===== config.mk =====
export PLATFORM = sky130hd
export DESIGN_NAME = button_step_clock_gen
export DESIGN_NICKNAME = d
export VERILOG_FILES = /design/src/rtl/btn_clk_pkg.sv /design/src/rtl/btn_debounce.sv /design/src/rtl/button_step_clock_gen.sv
export SDC_FILE = /design/constraint.sdc
export NUM_CORES = 1
export LEC_CHECK = 0
export BUFFER_PORTS_ARGS = -buffer_cell sky130_fd_sc_hd__buf_2
export CAP_MARGIN = 30
export CELL_PAD_IN_SITES_DETAIL_PLACEMENT = 1
export CELL_PAD_IN_SITES_GLOBAL_PLACEMENT = 2
export CORE_MARGIN = 5
export CORE_UTILIZATION = 30
export DETAILED_ROUTE_END_ITERATION = 16
export HOLD_SLACK_MARGIN = 0.12
export PLACE_DENSITY = 0.66
export SLEW_MARGIN = 0
export SYNTH_ARGS = -nofsm -noshare
export SYNTH_HDL_FRONTEND = slang
export SYNTH_SLANG_ARGS = --single-unit

===== constraint.sdc =====
create_clock -name clk -period 6.1 [get_ports clk]
set_input_delay 0.915 -clock clk [delete_from_list [all_inputs] [get_ports clk]]
set_output_delay 0.915 -clock clk [all_outputs]
set_load 0.01 [all_outputs]

===== src/rtl/btn_clk_pkg.sv =====
// Shared types and defaults for the button-driven single-step clock front end.
// Contents:
//   step_state_e     - step FSM states (IDLE, HIGH, WAIT_REL)
//   DEF_*            - default parameter values for a 100 MHz board clock
//   cnt_width()      - counter width for a terminal count, never below 1 bit
package btn_clk_pkg;

    typedef enum logic [1:0] {
        IDLE     = 2'd0,
        HIGH     = 2'd1,
        WAIT_REL = 2'd2
    } step_state_e;

    localparam int DEF_DB_CYCLES   = 1_000_000;  // 10 ms at 100 MHz
    localparam int DEF_HIGH_CYCLES = 16;
    localparam int DEF_CNT_W       = 16;
    localparam int DEF_AUTO_DIV    = 50_000_000; // 1 Hz auto-run clock

    function automatic int cnt_width(input int n);
        return (n > 1) ? $clog2(n) : 1;
    endfunction

endpackage


===== src/rtl/btn_debounce.sv =====
// Two-flop synchroniser plus counter debouncer for one raw push button.
// Ports:
//   clk      in   board clock
//   rst      in   synchronous active-high reset
//   btn_raw  in   asynchronous, bouncy button pin
//   level    out  debounced button level
//   rise     out  one-cycle pulse, registered, on each 0->1 of level
module btn_debounce
    import btn_clk_pkg::*;
#(
    parameter int DB_CYCLES = DEF_DB_CYCLES
) (
    input  logic clk,
    input  logic rst,
    input  logic btn_raw,
    output logic level,
    output logic rise
);

    localparam int              DB_W    = cnt_width(DB_CYCLES);
    localparam logic [DB_W-1:0] DB_TERM = DB_W'(DB_CYCLES - 1);

    logic            sync1_q, sync1_d;
    logic            sync2_q, sync2_d;
    logic            stable_q, stable_d;
    logic            stable_dly_q, stable_dly_d;
    logic            rise_q, rise_d;
    logic [DB_W-1:0] db_cnt_q, db_cnt_d;

    always_comb begin
        sync1_d  = btn_raw;
        sync2_d  = sync1_q;
        stable_d = stable_q;
        db_cnt_d = db_cnt_q;
        // Any sample that agrees with the accepted level restarts the count,
        // so only an unbroken run of DB_CYCLES disagreeing samples is accepted.
        if (sync2_q == stable_q) begin
            db_cnt_d = '0;
        end else if (db_cnt_q == DB_TERM) begin
            stable_d = sync2_q;
            db_cnt_d = '0;
        end else begin
            db_cnt_d = db_cnt_q + DB_W'(1);
        end
        stable_dly_d = stable_q;
        rise_d       = stable_q & ~stable_dly_q;
    end

    always_ff @(posedge clk) begin
        if (rst) begin
            sync1_q      <= 1'b0;
            sync2_q      <= 1'b0;
            stable_q     <= 1'b0;
            stable_dly_q <= 1'b0;
            rise_q       <= 1'b0;
            db_cnt_q     <= '0;
        end else begin
            sync1_q      <= sync1_d;
            sync2_q      <= sync2_d;
            stable_q     <= stable_d;
            stable_dly_q <= stable_dly_d;
            rise_q       <= rise_d;
            db_cnt_q     <= db_cnt_d;
        end
    end

    assign level = stable_q;
    assign rise  = rise_q;

endmodule


===== src/rtl/button_step_clock_gen.sv =====
// Single-step CPU debug front end: debounced step button -> one fixed-width
// step_clk pulse per press, debounced CPU reset level, and a step counter.
// Optional feature macro: AUTO_RUN_EN (free-running step_clk when run_sw=1).
// Ports:
//   clk         in   100 MHz board clock
//   rst         in   synchronous active-high reset
//   btn_step    in   raw step button (async, bouncy)
//   btn_rst     in   raw CPU-reset button (async, bouncy)
//   run_sw      in   auto-run select, only used when AUTO_RUN_EN is defined
//   step_clk    out  clock to the CPU core
//   cpu_rst     out  debounced CPU reset level
//   step_count  out  step_clk rising edges since reset / cpu_rst
//   busy        out  high whenever the step FSM is not IDLE
module button_step_clock_gen
    import btn_clk_pkg::*;
#(
    parameter int DB_CYCLES   = DEF_DB_CYCLES,
    parameter int HIGH_CYCLES = DEF_HIGH_CYCLES,
    parameter int CNT_W       = DEF_CNT_W,
    parameter int AUTO_DIV    = DEF_AUTO_DIV
) (
    input  logic             clk,
    input  logic             rst,
    input  logic             btn_step,
    input  logic             btn_rst,
    input  logic             run_sw,
    output logic             step_clk,
    output logic             cpu_rst,
    output logic [CNT_W-1:0] step_count,
    output logic             busy
);

    localparam int              HC_W      = cnt_width(HIGH_CYCLES);
    localparam logic [HC_W-1:0] HIGH_TERM = HC_W'(HIGH_CYCLES - 1);

    logic step_level, step_press;
    logic rst_level, unused_rst_rise;

    btn_debounce #(.DB_CYCLES(DB_CYCLES)) u_step_db (
        .clk     (clk),
        .rst     (rst),
        .btn_raw (btn_step),
        .level   (step_level),
        .rise    (step_press)
    );

    btn_debounce #(.DB_CYCLES(DB_CYCLES)) u_rst_db (
        .clk     (clk),
        .rst     (rst),
        .btn_raw (btn_rst),
        .level   (rst_level),
        .rise    (unused_rst_rise)
    );

    step_state_e      state_q, state_d;
    logic [HC_W-1:0]  high_cnt_q, high_cnt_d;
    logic             step_clk_q, step_clk_d;
    logic             cpu_rst_q, cpu_rst_d;
    logic             busy_q, busy_d;
    logic [CNT_W-1:0] step_count_q, step_count_d;

`ifdef AUTO_RUN_EN
    localparam int              DIV_W    = cnt_width(AUTO_DIV);
    localparam logic [DIV_W-1:0] DIV_TERM = DIV_W'(AUTO_DIV - 1);
    logic [DIV_W-1:0] div_cnt_q, div_cnt_d;
`else
    localparam int unused_auto_div = AUTO_DIV;
    logic unused_run_sw;
    assign unused_run_sw = run_sw;
`endif

    always_comb begin
        state_d      = state_q;
        high_cnt_d   = high_cnt_q;
        step_clk_d   = 1'b0;
        step_count_d = step_count_q;
        cpu_rst_d    = rst_level;
`ifdef AUTO_RUN_EN
        // Divider sits at 0 whenever auto-run is off, so each run starts
        // with a full low half-period.
        div_cnt_d = '0;
        if (run_sw) begin
            state_d    = IDLE;
            high_cnt_d = '0;
            step_clk_d = step_clk_q;
            if (div_cnt_q == DIV_TERM) begin
                step_clk_d = ~step_clk_q;
                if (!step_clk_q) begin
                    step_count_d = step_count_q + CNT_W'(1);
                end
            end else begin
                div_cnt_d = div_cnt_q + DIV_W'(1);
            end
        end else begin
`endif
            // step_clk is decided afresh every cycle, so leaving auto-run
            // drops it to 0 on the next edge.
            case (state_q)
                IDLE: begin
                    if (step_press) begin
                        state_d      = HIGH;
                        high_cnt_d   = '0;
                        step_clk_d   = 1'b1;
                        step_count_d = step_count_q + CNT_W'(1);
                    end
                end
                HIGH: begin
                    if (high_cnt_q == HIGH_TERM) begin
                        state_d = WAIT_REL;
                    end else begin
                        high_cnt_d = high_cnt_q + HC_W'(1);
                        step_clk_d = 1'b1;
                    end
                end
                WAIT_REL: begin
                    // Holding the button parks here, so one press = one step.
                    if (!step_level) begin
                        state_d = IDLE;
                    end
                end
                default: state_d = IDLE;
            endcase
`ifdef AUTO_RUN_EN
        end
`endif
        // Core still gets edges while in reset, but they are not counted.
        if (cpu_rst_q) begin
            step_count_d = '0;
        end
        busy_d = (state_d != IDLE);
    end

    always_ff @(posedge clk) begin
        if (rst) begin
            state_q      <= IDLE;
            high_cnt_q   <= '0;
            step_clk_q   <= 1'b0;
            cpu_rst_q    <= 1'b0;
            busy_q       <= 1'b0;
            step_count_q <= '0;
`ifdef AUTO_RUN_EN
            div_cnt_q    <= '0;
`endif
        end else begin
            state_q      <= state_d;
            high_cnt_q   <= high_cnt_d;
            step_clk_q   <= step_clk_d;
            cpu_rst_q    <= cpu_rst_d;
            busy_q       <= busy_d;
            step_count_q <= step_count_d;
`ifdef AUTO_RUN_EN
            div_cnt_q    <= div_cnt_d;
`endif
        end
    end

    assign step_clk   = step_clk_q;
    assign cpu_rst    = cpu_rst_q;
    assign busy       = busy_q;
    assign step_count = step_count_q;

endmodule

==> impl_metrics.sql <==
INSERT INTO impl_metrics (metric_group, metric, value, unit) VALUES
('yosys', 'syn-mean-instance-area', '8.67', 'sq um'),
('global_route', 'pin_count_of_the_biggest_net_entering_global_routing', '21', ''),
('power', 'worst_voltage_drop_across_the_vdd_grid', '121', 'uV'),
('timing', 'count_of_final_max_slew_check_failures', '0', ''),
('die', 'die_h', '113', 'um'),
('yosys', 'area_of_the_mapped_netlist', '3180', 'sq um'),
('setup_path', 'critPathKind', 'flip-flop to flip-flop', ''),
('setup_path', 'crit_required', '6.30', 'ns'),
('placed_design', 'pre_cts_ws', '3.79', 'ns'),
('clock_network', 'clockBufferDepth', '2', ''),
('route', 'post_drt_via_cell_ratio', '4.97', ''),
('timing', 'layout_worst_path_cycle_share', '36.9', '%'),
('die', 'fp.coreArea', '10300', 'sq um'),
('layout', 'final_cell_count_no_fill', '533', ''),
('global_route', 'grt_first_pass_wirelength', '12500', 'um'),
('yosys', 'count_of_unique_library_cells_instantiated_by_yosys', '37', ''),
('setup_path', 'timing.critical_path.to_type', 'flip-flop', ''),
('placed_design', 'port-buffer-count', '22', ''),
('setup_path', 'arrival', '2.45', 'ns'),
('clock_network', 'clock_sink_count', '73', ''),
('clock_network', 'hold_buf_cts', '0', ''),
('setup_path', 'critical_path.max_fanout', '18', ''),
('clock_network', 'post_cts_buffers', '0', ''),
('timing', 'fin_worst_skew', '0.0131', 'ns'),
('die', 'initial_utilization', '30.8', '%'),
('timing', 'grt_setup_unrepaired', 'no', ''),
('power', 'power.static_leakage', '1.14', 'nW'),
('power', 'combinational_fraction_of_design_power', '1.1', '%'),
('outcome', 'status', 'completed', ''),
('die', 'die_area', '12800', 'sq um'),
('layout', 'multi_input_comb_area', '1610', 'sq um'),
('timing', 'min_period', '2.25', 'ns'),
('clock_network', 'clkTransAtPathRegs', '0.08', 'ns'),
('layout', 'layout.nets', '401', ''),
('power', 'clkPwrFrac', '46.2', '%'),
('global_route', 'global_route.usage.total', '11.8', '%'),
('power', 'net_load_switching_power', '0.000195', 'W'),
('timing', 'timing.final.ws_setup', '3.85', 'ns'),
('setup_path', 'crit_path_start_kind', 'flip-flop', ''),
('layout', 'num-fill-cells', '1227', ''),
('clock_network', 'cts_htree_levels', '3', ''),
('die', 'pin_count', '24', ''),
('power', 'p_int', '0.000712', 'W'),
('layout', 'ff_latch_area', '1460', 'sq um'),
('layout', 'synthToLayoutAreaGrowth', '14.8', '%'),
('timing', 'relSlewSlack', '48.7', '%'),
('yosys', 'postSynthNetCount', '376', ''),
('power', 'sw_frac_of_total', '21.5', '%'),
('route', 'dr_vias', '2650', ''),
('power', 'power.sequential.fraction', '52.8', '%'),
('route', 'detail_route.drc_violations', '0', ''),
('clock_network', 'clkLatencyLatePin', '0.35', 'ns'),
('route', 'wirelength', '6970', 'um'),
('die', 'dieWidth', '113', 'um'),
('placed_design', 'dp.cells', '517', ''),
('clock_network', 'tritoncts', 'yes', ''),
('route', 'detail_route.wl_per_cell', '13.1', 'um'),
('route', 'drt_iter0_markers', '115', ''),
('timing', 'worst_slew_pin_slew', '0.770', 'ns'),
('clock_network', 'cts_inserted_buffers', '9', ''),
('run', 'drv_cap', '0', ''),
('placed_design', 'place.gp.congestion', '0.727', ''),
('power', 'power-per-cell-area', '248', 'nW/um^2'),
('yosys', 'postSynthCellCount', '367', ''),
('layout', 'post_route_cells_drive_above_1_share', '12.3', '%'),
('yosys', 'ys.warnings.count', '0', ''),
('clock_network', 'root_buffer', 'sky130_fd_sc_hd__clkbuf_8', ''),
('hold_path', 'holdCritPathClass', 'flip-flop to flip-flop', ''),
('clock_network', 'postCtsResizedCells', '0', ''),
('placed_design', 'post-dp-hpwl', '5030', 'um'),
('global_route', 'overflow', '0', ''),
('die', 'row_count', '37', ''),
('global_route', 'grt_antenna_before_repair', '0', ''),
('setup_path', 'reg2reg_slack', '3.85', 'ns'),
('timing', 'setup_viol_count_final', '0', ''),
('timing', 'hold_viol_final', '0', ''),
('timing', 'setup_total_negative_slack', '0', 'ns'),
('route', 'firstDrtPassIters', '3', ''),
('timing', 'max_freq', '444', 'MHz'),
('layout', 'antenna_cells_inserted', '0', ''),
('route', 'route.antenna.remaining_nets', '0', ''),
('global_route', 'number_of_global_route_vias_before_repair', '2660', ''),
('yosys', 'register_area_share_after_synthesis', '45.9', '%'),
('yosys', 'post_synthesis_register_bit_count', '73', '');
==> area by class of cell <==
| type | instances | area share (%) |
|---|---|---|
| Inverter | 17 | 1.75 |
| Clock inverter | 6 | 2.53 |
| Timing Repair Buffer | 24 | 3.42 |
| Clock buffer | 10 | 3.49 |
| Multi-Input combinational cell | 267 | 44.1 |
| Sequential cell | 73 | 40.0 |
| Tap cell | 136 | 4.66 |
==> metrics by stage <==
step           util [%]  power [W]  hold slack, ns  instance area [sq um]
2_1_floorplan         -   0.000497           0.368                   3180
3_3_place_gp       33.3   0.000500           0.373                   3430
3_5_place_dp       33.3   0.000500           0.377                   3430
4_1_cts            35.4   0.000929           0.389                   3650
5_1_grt            35.4   0.000953           0.409                   3650
6_report           35.4   0.000907           0.385                   3650
==> metal layers <==
layer | vias to the layer above | GRT usage, % | routed length, um
met5 | - | 0 | 0
met4 | 0 | 5.29 | 129
met3 | 11 | 2.62 | 222
met2 | 24 | 18.8 | 3230
met1 | 1270 | 15.4 | 3390
li1 | 1345 | - | -
==> critical path: stages (launching register included) <==
cell and delay [ns]:
sky130_fd_sc_hd__dfxtp_1 0.34, sky130_fd_sc_hd__or4_1 0.52, sky130_fd_sc_hd__or4_4 0.51, sky130_fd_sc_hd__o21ai_2 0.62
sky130_fd_sc_hd__nor2_1 0.11
==> synth_stat cells (all sizes together) <==
cell | instances | area, sq um
a21oi | 22 | 110
a31o | 3 | 26.3
and2 | 2 | 12.5
and3 | 5 | 31.3
and4 | 2 | 17.5
buf | 3 | 17.5
clkbuf | 7 | 26.3
dfxtp | 73 | 1460
ha | 4 | 50.1
inv | 17 | 63.8
mux2i | 1 | 10.0
nand2 | 18 | 67.6
nand2b | 3 | 18.8
nand3 | 26 | 130
nand3b | 2 | 15.0
nand4 | 16 | 100
nand4bb | 1 | 11.3
nor2 | 49 | 184
nor2b | 6 | 37.5
nor3 | 14 | 70.1
nor3b | 1 | 7.51
nor4 | 10 | 62.6
nor4b | 1 | 8.76
o21ai | 9 | 48.8
o31ai | 7 | 52.6
or2 | 5 | 31.3
or3 | 4 | 25.0
or3b | 1 | 8.76
or4 | 12 | 93.8
or4b | 4 | 40.0
xnor2 | 28 | 245
xor2 | 11 | 96.3
==> placed cells by master, fill, tap and decap left out, types with 3 or more instances in the layout <==
master / n
sky130_fd_sc_hd__o21ai_0: 7
sky130_fd_sc_hd__nor3_1: 14
sky130_fd_sc_hd__or2_2: 4
sky130_fd_sc_hd__dfxtp_1: 73
sky130_fd_sc_hd__nand2b_1: 3
sky130_fd_sc_hd__inv_1: 17
sky130_fd_sc_hd__nor2_1: 49
sky130_fd_sc_hd__nand3_1: 26
sky130_fd_sc_hd__or4_1: 11
sky130_fd_sc_hd__ha_1: 4
sky130_fd_sc_hd__nor2b_1: 6
sky130_fd_sc_hd__xnor2_1: 28
sky130_fd_sc_hd__nand4_1: 16
sky130_fd_sc_hd__a21oi_1: 22
sky130_fd_sc_hd__nand2_1: 18
sky130_fd_sc_hd__or3_1: 4
sky130_fd_sc_hd__clkbuf_8: 9
sky130_fd_sc_hd__nor4_1: 10
sky130_fd_sc_hd__and3_1: 5
sky130_fd_sc_hd__a31o_2: 3
sky130_fd_sc_hd__o31ai_1: 7
sky130_fd_sc_hd__or4b_1: 4
sky130_fd_sc_hd__buf_2: 22
sky130_fd_sc_hd__xor2_1: 11
==> power groups by stage <==
stage                     Sequential (W)  Clock [W]  Combinational (W)
after floorplan                 0.000490          0         0.00000752
after global placement          0.000490          0          0.0000103
after detailed placement        0.000490          0          0.0000103
after CTS                       0.000479   0.000440          0.0000103
after global routing            0.000479   0.000462          0.0000114
final                           0.000479   0.000419         0.00000971
==> registers in the layout, indices dropped and copies added, names as in the netlist, 2 cells and up <==
signal	count
high_cnt_q	4
u_step_db.db_cnt_q	20
state_q	2
step_count	16
u_rst_db.db_cnt_q	20
==> logic make-up (layout without fill, tap and decap cells) <==
family | count (synthesis) | after routing | share of synthesized area [%]
simple gates | 182 | 182 | 30.6
mux | 1 | 1 | 0.315
compound gates | 41 | 41 | 7.47
buf+inv | 27 | 57 | 3.38
xor+xnor | 39 | 39 | 10.7
flops | 73 | 73 | 45.9
fa+ha+maj | 4 | 4 | 1.57
==> path summary, 6_finish.rpt <==
kind	from	endpoint	cells after the start
worst max-delay path	u_step_db.db_cnt_q[6]$_SDFF_PP0_	u_step_db.db_cnt_q[11]$_SDFF_PP0_	4
worst min-delay path	u_step_db.stable_dly_q$_SDFF_PP0_	u_step_db.rise$_SDFF_PP0_	1
worst max register to register	u_step_db.db_cnt_q[6]$_SDFF_PP0_	u_step_db.db_cnt_q[11]$_SDFF_PP0_	4
worst min register to register	u_step_db.stable_dly_q$_SDFF_PP0_	u_step_db.rise$_SDFF_PP0_	1
Power figures use the tool's default switching activity.
